<file path="config.mk">
export PLATFORM = sky130hd
export DESIGN_NAME = piso_tx_flat
export DESIGN_NICKNAME = d
export VERILOG_FILES = /design/src/rtl/piso_pkg.sv /design/src/rtl/piso_tx_if.sv /design/src/rtl/piso_hold_reg.sv /design/src/rtl/piso_tx.sv /design/src/flat_wrapper.sv
export SDC_FILE = /design/constraint.sdc
export NUM_CORES = 1
export LEC_CHECK = 0
export CORE_MARGIN = 5
export CORE_UTILIZATION = 47
export CTS_CLUSTER_DIAMETER = 40
export CTS_CLUSTER_SIZE = 20
export DETAILED_ROUTE_END_ITERATION = 6
export GPL_ROUTABILITY_DRIVEN = 0
export PLACE_DENSITY_LB_ADDON = 0.1
export SETUP_SLACK_MARGIN = 0.2
export SLEW_MARGIN = 10
export SYNTH_ARGS = -nofsm -noshare
export SYNTH_HDL_FRONTEND = slang
export SYNTH_SLANG_ARGS = --single-unit
</file>
<file path="constraint.sdc">
create_clock -name clk -period 1.4 [get_ports clk]
set_input_delay 0.21 -clock clk [delete_from_list [all_inputs] [get_ports clk]]
set_output_delay 0.21 -clock clk [all_outputs]
set_load 0.005 [all_outputs]
</file>
<file path="src/rtl/piso_pkg.sv">
// Shared definitions for the piso_tx parallel-in/serial-out transmitter.
package piso_pkg;

    localparam int unsigned DATA_W_DEF = 8;

    typedef enum logic {
        ST_IDLE  = 1'b0,
        ST_SHIFT = 1'b1
    } state_e;

    // Bit-counter width able to hold 0..w-1.
    function automatic int unsigned cnt_width(input int unsigned w);
        return (w < 3) ? 1 : $clog2(w);
    endfunction

endpackage

</file>
<file path="src/rtl/piso_tx_if.sv">
// Word-in / bit-out bus of piso_tx; master is the word source, slave the serializer.
interface piso_tx_if #(
    parameter int unsigned DATA_W = piso_pkg::DATA_W_DEF
) ();

    logic [DATA_W-1:0] din;
    logic              din_valid;
    logic              din_ready;
    logic              sout;
    logic              sout_valid;
    logic              sout_last;
    logic              busy;

    modport master (
        output din, din_valid,
        input  din_ready, sout, sout_valid, sout_last, busy
    );

    modport slave (
        input  din, din_valid,
        output din_ready, sout, sout_valid, sout_last, busy
    );

endinterface

</file>
<file path="src/rtl/piso_hold_reg.sv">
// One-entry hold buffer parking the next word while a frame is still shifting.
module piso_hold_reg #(
    parameter int unsigned DATA_W = piso_pkg::DATA_W_DEF
) (
    input  logic              clk,
    input  logic              rst,
    input  logic              load_i,
    input  logic              unload_i,
    input  logic [DATA_W-1:0] data_i,
    output logic [DATA_W-1:0] data_o,
    output logic              full_o
);

    logic [DATA_W-1:0] data_q, data_d;
    logic              full_q, full_d;

    // A load in the same cycle as an unload wins, keeping the entry full.
    always_comb begin
        data_d = data_q;
        full_d = full_q;
        if (unload_i) begin
            data_d = '0;
            full_d = 1'b0;
        end
        if (load_i) begin
            data_d = data_i;
            full_d = 1'b1;
        end
    end

    always_ff @(posedge clk) begin
        if (!rst) begin
            data_q <= '0;
            full_q <= 1'b0;
        end else begin
            data_q <= data_d;
            full_q <= full_d;
        end
    end

    assign data_o = data_q;
    assign full_o = full_q;

endmodule

</file>
<file path="src/rtl/piso_tx.sv">
// Parallel-in/serial-out transmitter: shifter, bit counter and IDLE/SHIFT FSM,
// with a one-word hold buffer so back-to-back frames leave no gap.
module piso_tx
    import piso_pkg::*;
#(
    parameter int unsigned DATA_W    = DATA_W_DEF,
    parameter bit          MSB_FIRST = 1'b1
) (
    input  logic     clk,
    input  logic     rst,
    piso_tx_if.slave bus
);

    localparam int unsigned       CNT_W    = cnt_width(DATA_W);
    localparam logic [CNT_W-1:0]  LAST_CNT = CNT_W'(DATA_W - 1);

    state_e            state_q, state_d;
    logic [DATA_W-1:0] shift_q, shift_d;
    logic [CNT_W-1:0]  cnt_q, cnt_d;

    logic sout_q, sout_d;
    logic sout_valid_q, sout_valid_d;
    logic sout_last_q, sout_last_d;
    logic busy_q, busy_d;

    logic              accept;
    logic              last_bit;
    logic              hold_load;
    logic              hold_unload;
    logic              hold_full;
    logic              hold_full_d;
    logic [DATA_W-1:0] hold_data;
    logic [DATA_W-1:0] shifted;

    piso_hold_reg #(.DATA_W(DATA_W)) u_hold (
        .clk      (clk),
        .rst      (rst),
        .load_i   (hold_load),
        .unload_i (hold_unload),
        .data_i   (bus.din),
        .data_o   (hold_data),
        .full_o   (hold_full)
    );

    assign bus.din_ready = rst & ~hold_full;
    assign accept        = bus.din_valid & bus.din_ready;
    assign last_bit      = (state_q == ST_SHIFT) && (cnt_q == LAST_CNT);
    assign shifted       = MSB_FIRST ? {shift_q[DATA_W-2:0], 1'b0}
                                     : {1'b0, shift_q[DATA_W-1:1]};

    always_ff @(posedge clk) begin
        if (!rst) begin
            state_q      <= ST_IDLE;
            shift_q      <= '0;
            cnt_q        <= '0;
            sout_q       <= 1'b0;
            sout_valid_q <= 1'b0;
            sout_last_q  <= 1'b0;
            busy_q       <= 1'b0;
        end else begin
            state_q      <= state_d;
            shift_q      <= shift_d;
            cnt_q        <= cnt_d;
            sout_q       <= sout_d;
            sout_valid_q <= sout_valid_d;
            sout_last_q  <= sout_last_d;
            busy_q       <= busy_d;
        end
    end

    // Next state: a new word may load straight into the shifter only when the
    // shifter is free (IDLE) or releasing its final bit this cycle.
    always_comb begin
        state_d     = state_q;
        shift_d     = shift_q;
        cnt_d       = cnt_q;
        hold_load   = 1'b0;
        hold_unload = 1'b0;
        unique case (state_q)
            ST_IDLE: begin
                if (accept) begin
                    state_d = ST_SHIFT;
                    shift_d = bus.din;
                    cnt_d   = '0;
                end
            end
            ST_SHIFT: begin
                if (last_bit) begin
                    cnt_d = '0;
                    if (accept) begin
                        shift_d = bus.din;
                    end else if (hold_full) begin
                        shift_d     = hold_data;
                        hold_unload = 1'b1;
                    end else begin
                        state_d = ST_IDLE;
                        shift_d = '0;
                    end
                end else begin
                    shift_d   = shifted;
                    cnt_d     = cnt_q + CNT_W'(1);
                    hold_load = accept;
                end
            end
            default: begin
                state_d = ST_IDLE;
                shift_d = '0;
                cnt_d   = '0;
            end
        endcase
    end

    // Outputs are computed from next-state values so they land in flops.
    always_comb begin
        hold_full_d  = hold_load | (hold_full & ~hold_unload);
        sout_valid_d = (state_d == ST_SHIFT);
        sout_d       = 1'b0;
        if (sout_valid_d) begin
            sout_d = MSB_FIRST ? shift_d[DATA_W-1] : shift_d[0];
        end
        sout_last_d  = sout_valid_d && (cnt_d == LAST_CNT);
        busy_d       = sout_valid_d | hold_full_d;
    end

    assign bus.sout       = sout_q;
    assign bus.sout_valid = sout_valid_q;
    assign bus.sout_last  = sout_last_q;
    assign bus.busy       = busy_q;

endmodule

</file>
<file path="src/flat_wrapper.sv">
// flat-port wrapper written by rule: the top's interface ports become plain ports
module piso_tx_flat import piso_pkg::*;
#(
    parameter int unsigned DATA_W    = DATA_W_DEF,
    parameter bit          MSB_FIRST = 1'b1
)
  (clk, rst, bus_din, bus_din_valid, bus_din_ready, bus_sout, bus_sout_valid, bus_sout_last, bus_busy);
  piso_tx_if #(.DATA_W(DATA_W)) bus_i ();
  input  logic clk;
  input  logic rst;
  input wire logic [$bits(bus_i.din)-1:0] bus_din;
  input wire logic [$bits(bus_i.din_valid)-1:0] bus_din_valid;
  output wire logic [$bits(bus_i.din_ready)-1:0] bus_din_ready;
  output wire logic [$bits(bus_i.sout)-1:0] bus_sout;
  output wire logic [$bits(bus_i.sout_valid)-1:0] bus_sout_valid;
  output wire logic [$bits(bus_i.sout_last)-1:0] bus_sout_last;
  output wire logic [$bits(bus_i.busy)-1:0] bus_busy;
  assign bus_i.din = bus_din;
  assign bus_i.din_valid = bus_din_valid;
  assign bus_din_ready = bus_i.din_ready;
  assign bus_sout = bus_i.sout;
  assign bus_sout_valid = bus_i.sout_valid;
  assign bus_sout_last = bus_i.sout_last;
  assign bus_busy = bus_i.busy;
  piso_tx #(.DATA_W(DATA_W), .MSB_FIRST(MSB_FIRST)) u_core (.clk(clk), .rst(rst), .bus(bus_i));
endmodule
</file>
==> results.ini <==
[cells_and_area]
antenna_cells = 0
drive_gt1_share_pct = 52.3
num-fill-cells = 144
areaGrowthSynthToFinish_pct = 55.9
multi_input_area_um2 = 763
final_area_um2 = 1710
nets = 163
seqCellArea_um2 = 493

[clocking]
holdBufCountCts = 0
clock_sinks = 24
h-tree-depth = 1
clock_path_buffers = 2
clkTransAtPathRegs_ns = 0.13
tritoncts = done
worstSkewPairLatency_ns = 0.31
root_buffer = clkbuf_4
numCtsBuffers = 3

[floorplan]
die_x_um = 58.3
initial_utilization_pct = 49.6
rows = 17
die_area_um2 = 3400
ios = 16
coreArea_um2 = 2210
die_h_um = 58.3

[logic_synthesis]
yosys_warnings = 0
synth_area_leader_cell = dfxtp_1
synth_top_area_share_pct = 43.8
synth_nets = 124
synthArstFlopShare_pct = 0
ys_seq_area_share_pct = 43.8
netlist_instances = 111
synth_area_um2 = 1100
ys.flop_type = dfxtp_1
synth_area_leaders = dfxtp_1 44%, a32o_1 6.4%, a21bo_2 5.5%
synth_seq_cells = 24
synth-edff-count = 0
syn_avg_cell_area_um2 = 9.89
synth.distinct_cells = 34
ys_top_cells_by_count = 24 x dfxtp_1, 9 x o21ai_0, 7 x a32o_1
synth_most_common_cell = dfxtp_1

[setup_path]
r2r-start = u_core.cnt_q[1]$_SDFF_PN0_
crit_type = flop to flop
cp_max_fo = 7
crit_arrival_ns = 1.65
crit_path_end_kind = flop
cp-start-kind = flop
startpoint = u_core.cnt_q[1]$_SDFF_PN0_
cp.required_ns = 1.64

[timing]
max_slew_margin_pct = 76.9
period_needed_ns = 1.41
finalSetupTns_ns = -0.00991
rsz0062_at_grt = true
slew_violations = 0
max_freq_mhz = 709
worst_slew_pin_slew_ns = 0.346
setup_viol = 1
post-route-period-util_pct = 101
hold_viol = 0
fin_ws_ns = -0.00991
skew_ns = 0.00273

[hold_path]
min_from = rst
hold_class = input pin to flop

[pwr]
power_mw = 1.41
p_per_area_nw_per_um2 = 825
p_leak_nw = 0.645
peakVddDrop_mv = 0.565

[routing]
wl_per_cell_um = 17.3
drtAntennaViolNets = 0
drt_wl_total_mm = 3.06
drt-initial-drc-count = 29
drt_first_pass_iters = 4
post-route-drc-count = 0
vias = 1062
vias_per_cell = 6.00

[global_route]
grt_pass1_vias = 1078
antenna_found_initial = 0
grt_use_total_pct = 18.9
grt_start_max_net_pins = 16
grt-ovfl-total = 0
grt_pass1_wl_mm = 5.00

[outcome]
failed_checks = negative setup slack
status = finished, violations left

[placed_design]
hpwl_mm = 2.03
preCtsSetupSlack_ns = -0.302
placed_area_um2 = 1460
io_buffers = 15

[run]
max-cap-violations = 0

==> cell usage in the layout, fill, tap and decap left out, types with 2 or more instances in the layout <==
master / count
a21bo_2: 5
o21ai_4: 2
buf_6: 10
nor2_1: 3
a21oi_2: 2
nand2b_4: 2
nand3b_1: 3
o21ai_2: 3
a21oi_1: 3
nor2_2: 2
buf_4: 17
clkdlybuf4s50_1: 8
o2bb2ai_1: 5
dfxtp_1: 20
a22oi_2: 5
dfxtp_4: 3
ha_4: 2
clkbuf_4: 3
dlygate4sd2_1: 5
a211oi_2: 2
o21ai_1: 4
nor2b_4: 3
nand3_1: 3
a32o_1: 7
==> registers in the layout, indices dropped and copies added, names as in the netlist <==
signal                count
u_core.bus.sout_last      1
u_core.state_q            1
u_core.cnt_q              3
u_core.shift_q            8
u_core.bus.busy           1
u_core.u_hold.full_o      1
u_core.u_hold.data_o      8
u_core.bus.sout           1
==> stage by stage <==
stage / cells / hold WS (ns) / util, %
after floorplan: 111 / 0.336 / -
after global placement: 168 / 0.441 / 65.9
after detailed placement: 168 / 0.442 / 65.9
after CTS: 177 / 0.405 / 72.9
after global routing: 177 / 0.486 / 77.3
final: 177 / 0.462 / 77.3
==> final cells by class <==
cell class | count | share of cell area, %
clock buffers | 4 | 1.54
inverters | 1 | 0.512
multi-input cells | 77 | 44.6
flip-flops and latches | 24 | 28.8
well taps | 28 | 2.05
repair buffers | 43 | 22.5
==> logic make-up (layout without fill, tap and decap cells) <==
group                      count (synthesis)  after routing  share of synthesized area (%)
adders and majority gates                  2              2                           2.28
and+or+nand+nor                           27             27                           15.1
DFF                                       24             24                           43.8
buffers and inverters                     10             48                           5.47
AOI/OAI and AO/OA                         48             48                           33.4
==> layer usage <==
layer  track usage, %  wire, um  up-vias
met1             23.7      1290      519
li1                 -         -      504
met3             2.41       156        4
met2             32.7      1560       35
met4             7.28        48        0
met5                0         0        -
==> worst max-delay path: stages, from the launching register on <==
cell and delay, ns:
dfxtp_2 0.38, ha_4 0.14, ha_4 0.19, buf_6 0.16
and3_4 0.19, o21ai_4 0.06, a311oi_2 0.21
==> report_power, final <==
group          total (mW)  internal (mW)  switching (mW)
clock               0.323          0.111           0.212
sequential          0.751          0.725          0.0259
combinational       0.336          0.177           0.159
==> worst paths after layout <==
check | endpoint | slack, ns | cells past startpoint
worst max-delay path | u_core.bus.sout$_SDFF_PN0_ | -0.01 | 6
worst min-delay path | u_core.shift_q[0]$_SDFFE_PN0P_ | 0.46 | 3
worst max register to register | u_core.bus.sout$_SDFF_PN0_ | -0.01 | 6
worst min register to register | u_core.shift_q[4]$_SDFFE_PN0P_ | 0.48 | 1
==> what timing repair did <==
action,in CTS,in global routing
cloned,1,0
endpoints found under the setup margin,27,25
resized for setup,43,25
setup buffers,4,0
pin swaps,1,6
Power figures use the tool's default switching activity.
